$ cat src/rtl/weight_ram_arbiter_if.sv
// -----------------------------------------------------------------------------
// weight_ram_arbiter_if
// Bundles the two requester read ports, the weight RAM port and the shared
// read-return bus of weight_ram_arbiter.
//   slave  : arbiter side (takes requests and RAM data, drives grants/RAM/returns)
//   master : environment side (requesters + RAM macro)
// Signals:
//   req0/addr0, gnt0, rvalid0 : requester 0 (L1 layer controller)
//   req1/addr1, gnt1, rvalid1 : requester 1 (L2 FC controller)
//   ram_en, ram_addr, ram_rdata : weight RAM read port
//   rdata : shared read data, busy : arbiter activity flag
// -----------------------------------------------------------------------------
interface weight_ram_arbiter_if #(
    parameter int ADDR_W = 9,
    parameter int DATA_W = 192
);
    logic              req0;
    logic [ADDR_W-1:0] addr0;
    logic              gnt0;
    logic              rvalid0;
    logic              req1;
    logic [ADDR_W-1:0] addr1;
    logic              gnt1;
    logic              rvalid1;
    logic              ram_en;
    logic [ADDR_W-1:0] ram_addr;
    logic [DATA_W-1:0] ram_rdata;
    logic [DATA_W-1:0] rdata;
    logic              busy;

    modport slave (
        input  req0, addr0, req1, addr1, ram_rdata,
        output gnt0, rvalid0, gnt1, rvalid1, ram_en, ram_addr, rdata, busy
    );

    modport master (
        output req0, addr0, req1, addr1, ram_rdata,
        input  gnt0, rvalid0, gnt1, rvalid1, ram_en, ram_addr, rdata, busy
    );
endinterface

$ cat src/rtl/weight_ram_arbiter.sv
// -----------------------------------------------------------------------------
// weight_ram_arbiter
// Shares the single-port weight RAM between requester 0 (L1 layer controller)
// and requester 1 (L2 FC controller). Default mode is round-robin with a burst
// limit of MAX_BURST consecutive grants while the other side waits. Read data
// returns on a shared bus RD_LAT cycles after the grant, tagged by rvalid0/1.
//
// Build option: define WRAM_ARB_FIXED_PRIO_EN for strict priority to
// requester 0 (burst limit and round-robin history unused).
//
// Ports:
//   clk  : clock, rising edge
//   rst  : asynchronous active-high reset
//   bus  : weight_ram_arbiter_if.slave (requests, grants, RAM port, returns)
// -----------------------------------------------------------------------------
module weight_ram_arbiter #(
    parameter int ADDR_W    = 9,
    parameter int DATA_W    = 192,
    parameter int RD_LAT    = 1,   // 1..4
    parameter int MAX_BURST = 16   // 2..255
) (
    input  logic                  clk,
    input  logic                  rst,
    weight_ram_arbiter_if.slave   bus
);

    typedef enum logic [1:0] {
        IDLE = 2'd0,
        OWN0 = 2'd1,
        OWN1 = 2'd2
    } state_t;

    state_t state;
    logic   gnt0;
    logic   gnt1;

    // Registered return-valid pipe: bit 0 = requester 0, bit 1 = requester 1.
    // Stage RD_LAT lines up with the RAM data for the same grant.
    logic [RD_LAT:1][1:0] vld_pipe;

    // ---------------------------------------------------------------------
    // Grant / RAM drive (combinational from state and current request)
    // ---------------------------------------------------------------------
    assign gnt0 = (state == OWN0) & bus.req0;
    assign gnt1 = (state == OWN1) & bus.req1;

    always_comb begin
        bus.ram_addr = {ADDR_W{1'b0}};
        case (state)
            OWN0:    bus.ram_addr = bus.addr0;
            OWN1:    bus.ram_addr = bus.addr1;
            default: bus.ram_addr = {ADDR_W{1'b0}};
        endcase
    end

    assign bus.gnt0    = gnt0;
    assign bus.gnt1    = gnt1;
    assign bus.ram_en  = gnt0 | gnt1;
    assign bus.rdata   = bus.ram_rdata[DATA_W-1:0];
    assign bus.rvalid0 = vld_pipe[RD_LAT][0];
    assign bus.rvalid1 = vld_pipe[RD_LAT][1];
    assign bus.busy    = (state != IDLE) | (|vld_pipe);

    // ---------------------------------------------------------------------
    // Return-valid shift register; reset drops anything in flight.
    // ---------------------------------------------------------------------
    always_ff @(posedge clk or posedge rst) begin
        if (rst) begin
            vld_pipe <= '0;
        end else begin
            vld_pipe[1] <= {gnt1, gnt0};
            for (int i = 2; i <= RD_LAT; i++)
                vld_pipe[i] <= vld_pipe[i-1];
        end
    end

`ifdef WRAM_ARB_FIXED_PRIO_EN
    // ---------------------------------------------------------------------
    // Strict priority: requester 0 pre-empts requester 1 at the next edge;
    // the gnt1 already on the bus this cycle still completes.
    // ---------------------------------------------------------------------
    always_ff @(posedge clk or posedge rst) begin
        if (rst) begin
            state <= IDLE;
        end else begin
            case (state)
                IDLE: begin
                    if (bus.req0)      state <= OWN0;
                    else if (bus.req1) state <= OWN1;
                end
                OWN0: begin
                    if (!bus.req0) state <= bus.req1 ? OWN1 : IDLE;
                end
                OWN1: begin
                    if (bus.req0)       state <= OWN0;
                    else if (!bus.req1) state <= IDLE;
                end
                default: state <= IDLE;
            endcase
        end
    end
`else
    // ---------------------------------------------------------------------
    // Round-robin with burst limit.
    // burst_cnt counts grants in the current ownership and saturates at
    // MAX_BURST. The switch test uses >= so that an owner that saturated
    // while the other side was idle still yields on the next grant once
    // the other side starts requesting (an exact compare would starve it).
    // ---------------------------------------------------------------------
    localparam logic [7:0] BURST_LAST = 8'(MAX_BURST - 1);
    localparam logic [7:0] BURST_SAT  = 8'(MAX_BURST);

    logic [7:0] burst_cnt;
    logic       last;        // requester that owned the RAM most recently
    logic       burst_done;

    assign burst_done = (burst_cnt >= BURST_LAST);

    always_ff @(posedge clk or posedge rst) begin
        if (rst) begin
            state     <= IDLE;
            burst_cnt <= 8'd0;
            last      <= 1'b1;   // requester 0 wins the first tie
        end else begin
            case (state)
                IDLE: begin
                    if (bus.req0 && bus.req1) state <= last ? OWN0 : OWN1;
                    else if (bus.req0)        state <= OWN0;
                    else if (bus.req1)        state <= OWN1;
                end
                // In OWNx, reqx=1 implies gntx=1, so the non-exit path is a grant.
                OWN0: begin
                    if (!bus.req0 || (burst_done && bus.req1)) begin
                        state     <= bus.req1 ? OWN1 : IDLE;
                        last      <= 1'b0;
                        burst_cnt <= 8'd0;
                    end else if (burst_cnt != BURST_SAT) begin
                        burst_cnt <= burst_cnt + 8'd1;
                    end
                end
                OWN1: begin
                    if (!bus.req1 || (burst_done && bus.req0)) begin
                        state     <= bus.req0 ? OWN0 : IDLE;
                        last      <= 1'b1;
                        burst_cnt <= 8'd0;
                    end else if (burst_cnt != BURST_SAT) begin
                        burst_cnt <= burst_cnt + 8'd1;
                    end
                end
                default: begin
                    state     <= IDLE;
                    burst_cnt <= 8'd0;
                end
            endcase
        end
    end
`endif

endmodule
$ cat src/flat_wrapper.sv
// flat-port wrapper written by rule: the top's interface ports become plain ports
module weight_ram_arbiter_flat 
#(
    parameter int ADDR_W    = 9,
    parameter int DATA_W    = 192,
    parameter int RD_LAT    = 1,          
    parameter int MAX_BURST = 16            
)
  (clk, rst, bus_req0, bus_addr0, bus_req1, bus_addr1, bus_ram_rdata, bus_gnt0, bus_rvalid0, bus_gnt1, bus_rvalid1, bus_ram_en, bus_ram_addr, bus_rdata, bus_busy);
  weight_ram_arbiter_if #(.ADDR_W(ADDR_W), .DATA_W(DATA_W)) bus_i ();
  input  logic clk;
  input  logic rst;
  input wire logic [$bits(bus_i.req0)-1:0] bus_req0;
  input wire logic [$bits(bus_i.addr0)-1:0] bus_addr0;
  input wire logic [$bits(bus_i.req1)-1:0] bus_req1;
  input wire logic [$bits(bus_i.addr1)-1:0] bus_addr1;
  input wire logic [$bits(bus_i.ram_rdata)-1:0] bus_ram_rdata;
  output wire logic [$bits(bus_i.gnt0)-1:0] bus_gnt0;
  output wire logic [$bits(bus_i.rvalid0)-1:0] bus_rvalid0;
  output wire logic [$bits(bus_i.gnt1)-1:0] bus_gnt1;
  output wire logic [$bits(bus_i.rvalid1)-1:0] bus_rvalid1;
  output wire logic [$bits(bus_i.ram_en)-1:0] bus_ram_en;
  output wire logic [$bits(bus_i.ram_addr)-1:0] bus_ram_addr;
  output wire logic [$bits(bus_i.rdata)-1:0] bus_rdata;
  output wire logic [$bits(bus_i.busy)-1:0] bus_busy;
  assign bus_i.req0 = bus_req0;
  assign bus_i.addr0 = bus_addr0;
  assign bus_i.req1 = bus_req1;
  assign bus_i.addr1 = bus_addr1;
  assign bus_i.ram_rdata = bus_ram_rdata;
  assign bus_gnt0 = bus_i.gnt0;
  assign bus_rvalid0 = bus_i.rvalid0;
  assign bus_gnt1 = bus_i.gnt1;
  assign bus_rvalid1 = bus_i.rvalid1;
  assign bus_ram_en = bus_i.ram_en;
  assign bus_ram_addr = bus_i.ram_addr;
  assign bus_rdata = bus_i.rdata;
  assign bus_busy = bus_i.busy;
  weight_ram_arbiter #(.ADDR_W(ADDR_W), .DATA_W(DATA_W), .RD_LAT(RD_LAT), .MAX_BURST(MAX_BURST)) u_core (.clk(clk), .rst(rst), .bus(bus_i));
endmodule
$ cat config.mk
export PLATFORM = sky130hd
export DESIGN_NAME = weight_ram_arbiter_flat
export DESIGN_NICKNAME = d
export VERILOG_FILES = /design/src/rtl/weight_ram_arbiter_if.sv /design/src/rtl/weight_ram_arbiter.sv /design/src/flat_wrapper.sv
export SDC_FILE = /design/constraint.sdc
export NUM_CORES = 1
export LEC_CHECK = 0
export CAP_MARGIN = 20
export CORE_AREA = 2 2 163 165
export DETAILED_ROUTE_END_ITERATION = 12
export DIE_AREA = 0 0 165 167
export MAX_ROUTING_LAYER = met4
export PLACE_DENSITY = 0.43
export SLEW_MARGIN = 40
export SYNTH_ARGS = -nofsm -noshare
export SYNTH_HDL_FRONTEND = slang
export SYNTH_SLANG_ARGS = --single-unit
$ cat constraint.sdc
create_clock -name clk -period 2.8 [get_ports clk]
set_input_delay 0.56 -clock clk [delete_from_list [all_inputs] [get_ports clk]]
set_output_delay 0.56 -clock clk [all_outputs]
set_load 0.01 [all_outputs]
==> metrics.txt <==
# TYPE chip_impl_metric gauge
chip_impl_metric{name="postCtsHoldBufs",unit=""} 0
chip_impl_metric{name="port_buffers",unit=""} 36
chip_impl_info{name="min_path_type",value="reg2reg"} 1
chip_impl_metric{name="r2r_cells",unit=""} 6
chip_impl_metric{name="number_of_instances_in_the_synthesized_netlist",unit=""} 293
chip_impl_info{name="cts_tree",value="yes"} 1
chip_impl_metric{name="drt-wirelength-per-cell",unit="um"} 15.3
chip_impl_info{name="postSynth.topFlopCell",value="sky130_fd_sc_hd__dfrtp_1"} 1
chip_impl_metric{name="final.setup.tns",unit="ns"} 0
chip_impl_metric{name="clock_sink_count",unit=""} 13
chip_impl_metric{name="grt_usage",unit=""} 0.0530
chip_impl_metric{name="hold_viol",unit=""} 0
chip_impl_metric{name="die_width",unit="um"} 165
chip_impl_metric{name="gp_routability_congestion",unit=""} 0.705
chip_impl_info{name="timing.setup.critical_path_class",value="reg2out"} 1
chip_impl_metric{name="largest_net_degree_at_the_start_of_global_routing",unit=""} 16
chip_impl_metric{name="post-dp-hpwl",unit="mm"} 6.43
chip_impl_metric{name="final_worst_slack",unit="ns"} 0.155
chip_impl_metric{name="drive_above_1_share",unit=""} 0.113
chip_impl_metric{name="synth_sequential_area_ratio",unit=""} 0.135
chip_impl_metric{name="critical_path.max_fanout",unit=""} 12
chip_impl_metric{name="route.detailed.drc",unit=""} 0
chip_impl_metric{name="start_util",unit=""} 0.0936
chip_impl_info{name="r2r-start",value="u_core.state[0]$_DFFE_PP0P_"} 1
chip_impl_metric{name="arrival",unit="ns"} 2.09
chip_impl_metric{name="die-area",unit="mm^2"} 0.0276
chip_impl_metric{name="layout-area-overhead-vs-synth",unit="%"} -23.0
chip_impl_metric{name="cts-root-to-sink-buffers",unit=""} 2
chip_impl_metric{name="static-leakage-power",unit="uW"} 0.000627
chip_impl_metric{name="drt_pre_antenna_iters",unit=""} 4
chip_impl_info{name="mostFrequentLayoutCell",value="sky130_fd_sc_hd__clkdlybuf4s50_1"} 1
chip_impl_metric{name="synthesis.area",unit="mm^2"} 0.00241
chip_impl_metric{name="clock_skew",unit="ns"} 0.00273
chip_impl_metric{name="clkSlewWorstSetupHoldPaths",unit="ns"} 0.05
chip_impl_metric{name="p_total",unit="uW"} 1280
chip_impl_info{name="setup.worst_path.start_class",value="flip-flop"} 1
chip_impl_metric{name="synth_enable_flop_cells",unit=""} 0
chip_impl_info{name="outcome",value="completed"} 1
chip_impl_metric{name="synth_async_sr_flop_share",unit=""} 1.00
chip_impl_metric{name="detail_route.vias_per_cell",unit=""} 2.61
chip_impl_metric{name="hold_depth",unit=""} 1
chip_impl_metric{name="cts_made_buffers",unit=""} 3
chip_impl_metric{name="synth-seq-cells",unit=""} 13
chip_impl_metric{name="timing_worst_slew_pin_value",unit="ns"} 0.565
chip_impl_metric{name="syn-mean-instance-area",unit="um^2"} 8.23
chip_impl_metric{name="timing_max_transition_violations_final",unit=""} 0
chip_impl_metric{name="grt_first_pass_wirelength",unit="mm"} 9.92
chip_impl_metric{name="antenna_found_initial",unit=""} 0
chip_impl_metric{name="wl",unit="mm"} 7.35
chip_impl_info{name="hold_path_end",value="u_core.burst_cnt[2]$_DFFE_PP0N_"} 1
chip_impl_metric{name="yosysUniqueCellTypes",unit=""} 39
chip_impl_metric{name="vias_in_the_first_global_route",unit=""} 1328
chip_impl_metric{name="max_cap_viol_count",unit=""} 0
chip_impl_metric{name="dpl_worst_slack",unit="ns"} 0.258
chip_impl_metric{name="synth-warning-count",unit=""} 0
chip_impl_metric{name="syn_nets",unit=""} 513
chip_impl_metric{name="power_per_cell_area",unit="mW/mm^2"} 692
chip_impl_info{name="ctsRootBufferMaster",value="sky130_fd_sc_hd__clkbuf_16"} 1
chip_impl_metric{name="floorplan.die.height",unit="um"} 167
chip_impl_metric{name="routed-via-count",unit=""} 1251
chip_impl_metric{name="design_area",unit="mm^2"} 0.00186
chip_impl_metric{name="grt_overflow",unit=""} 0
chip_impl_metric{name="final_nets",unit=""} 363
chip_impl_info{name="commonest_cells_after_routing_fill_and_taps_aside",value="36 x sky130_fd_sc_hd__clkdlybuf4s50_1, 12 x sky130_fd_sc_hd__dfrtp_1, 9 x sky130_fd_sc_hd__a22oi_1, 9 x sky130_fd_sc_hd__nor2b_1, 7 x sky130_fd_sc_hd__inv_1"} 1
chip_impl_metric{name="timing.final.crit_period",unit="ns"} 2.65
chip_impl_metric{name="register_to_register_setup_slack",unit="ns"} 0.62
chip_impl_info{name="r2r_end",value="u_core.burst_cnt[3]$_DFFE_PP0N_"} 1
chip_impl_metric{name="max-vdd-ir-drop",unit="mV"} 0.277
chip_impl_info{name="rsz0062_at_grt",value="no"} 1
chip_impl_metric{name="max_slew_margin",unit=""} 0.623
chip_impl_metric{name="insertion_delay",unit="ns"} 0.24
chip_impl_metric{name="ios",unit=""} 421
chip_impl_metric{name="row_count",unit=""} 59
chip_impl_metric{name="core-area",unit="mm^2"} 0.0258
chip_impl_metric{name="worst_ep_required_time",unit="ns"} 2.24
chip_impl_info{name="hold_path.startpoint",value="u_core.burst_cnt[2]$_DFFE_PP0N_"} 1
chip_impl_metric{name="postRouteAntennaNets",unit=""} 0
chip_impl_metric{name="placed_cell_area",unit="mm^2"} 0.00177
chip_impl_metric{name="cts.htree.levels",unit=""} 1
chip_impl_metric{name="drt-initial-drc-count",unit=""} 29
chip_impl_metric{name="final_min_period_over_clock_period",unit=""} 0.945
chip_impl_info{name="end_kind",value="output pin"} 1
chip_impl_metric{name="max_freq",unit="GHz"} 0.378
chip_impl_metric{name="timing.final.setup_violations",unit=""} 0
==> cell usage after synthesis, drive strengths merged, types with 3 or more instances <==
cell type | n | area, um^2
o31ai | 4 | 30.0
a22oi | 9 | 67.6
a22o | 3 | 26.3
inv | 7 | 26.3
nor2 | 3 | 11.3
nor4b | 3 | 26.3
a21o | 3 | 22.5
nor2b | 9 | 56.3
and3 | 4 | 25.0
clkbuf | 4 | 15.0
buf | 193 | 1450
dfrtp | 12 | 300
and2 | 4 | 25.0
ha | 6 | 75.1
==> what timing repair did <==
| action | in CTS | in global routing |
|---|---|---|
| setup endpoints to repair | 0 | 2 |
| resized for setup | 0 | 2 |
| buffers inserted | 0 | 0 |
==> state kept, by name (all words and copies together), names as in the netlist <==
signal	cells
u_core.state	2
u_core.burst_cnt	8
u_core.last	1
u_core.vld_pipe	2
==> worst max-delay path: stages, from the launching register on <==
cell	delay, ns
sky130_fd_sc_hd__dfrtp_1	0.37
sky130_fd_sc_hd__inv_1	0.09
sky130_fd_sc_hd__ha_1	0.58
sky130_fd_sc_hd__nor2b_1	0.23
sky130_fd_sc_hd__clkdlybuf4s50_1	0.56
==> per-stage QoR <==
step,std cells,utilization,hold WS (ns)
2_1_floorplan,293,-,0.436
3_3_place_gp,473,0.0686,0.515
3_5_place_dp,473,0.0686,0.531
4_1_cts,477,0.0717,0.544
5_1_grt,477,0.0719,0.570
6_report,479,0.0721,0.542
==> worst max path at each step <==
stage / from / endpoint / slack (ns)
final: u_core.state[0]$_DFFE_PP0P_ / bus_ram_addr[8] / 0.15
after global routing: u_core.state[1]$_DFFE_PP0P_ / bus_ram_addr[2] / 0.02
after CTS: u_core.state[0]$_DFFE_PP0P_ / bus_ram_addr[2] / 0.07
after detailed placement: bus_req0 / bus_ram_en / 0.26
after global placement: bus_req1 / bus_ram_en / 0.30
after floorplan: u_core.state[0]$_DFFE_PP0P_ / bus_busy / 0.87
==> power by group <==
part / internal [uW] / switching (uW) / total [uW] / leakage [uW]
sequential: 228 / 32.3 / 260 / 0.000175
combinational: 366 / 383 / 749 / 0.000415
clock: 192 / 82.1 / 275 / 0.0000382
==> routing by layer <==
layer / wire (um) / up-vias / share of wire / track usage
li1: - / 465 / - / -
met1: 1490 / 523 / 0.20 / 0.0304
met2: 3360 / 183 / 0.46 / 0.0783
met3: 1950 / 80 / 0.26 / 0.0658
met4: 561 / 0 / 0.076 / 0.0374
met5: 0 / - / 0 / -
==> final cells by class <==
type	count	area [um^2]
Clock buffer	4	78.8
Timing Repair Buffer	42	405
Antenna cell	2	5.00
Multi-Input combinational cell	76	596
Inverter	7	26.3
Sequential cell	13	327
Tap cell	335	419
Fill cell	2999	23900
==> kinds of logic after synthesis <==
kind of cell	count (synthesis)	synth area share
XOR/XNOR	1	0.00363
buffers and inverters	204	0.620
AO/OA/AOI/OAI	31	0.104
flip-flops	13	0.135
AND/OR/NAND/NOR	36	0.0976
multiplexers	2	0.00830
adder cells (fa/ha/maj)	6	0.0311
No activity file was read; power rests on OpenSTA's default activity.
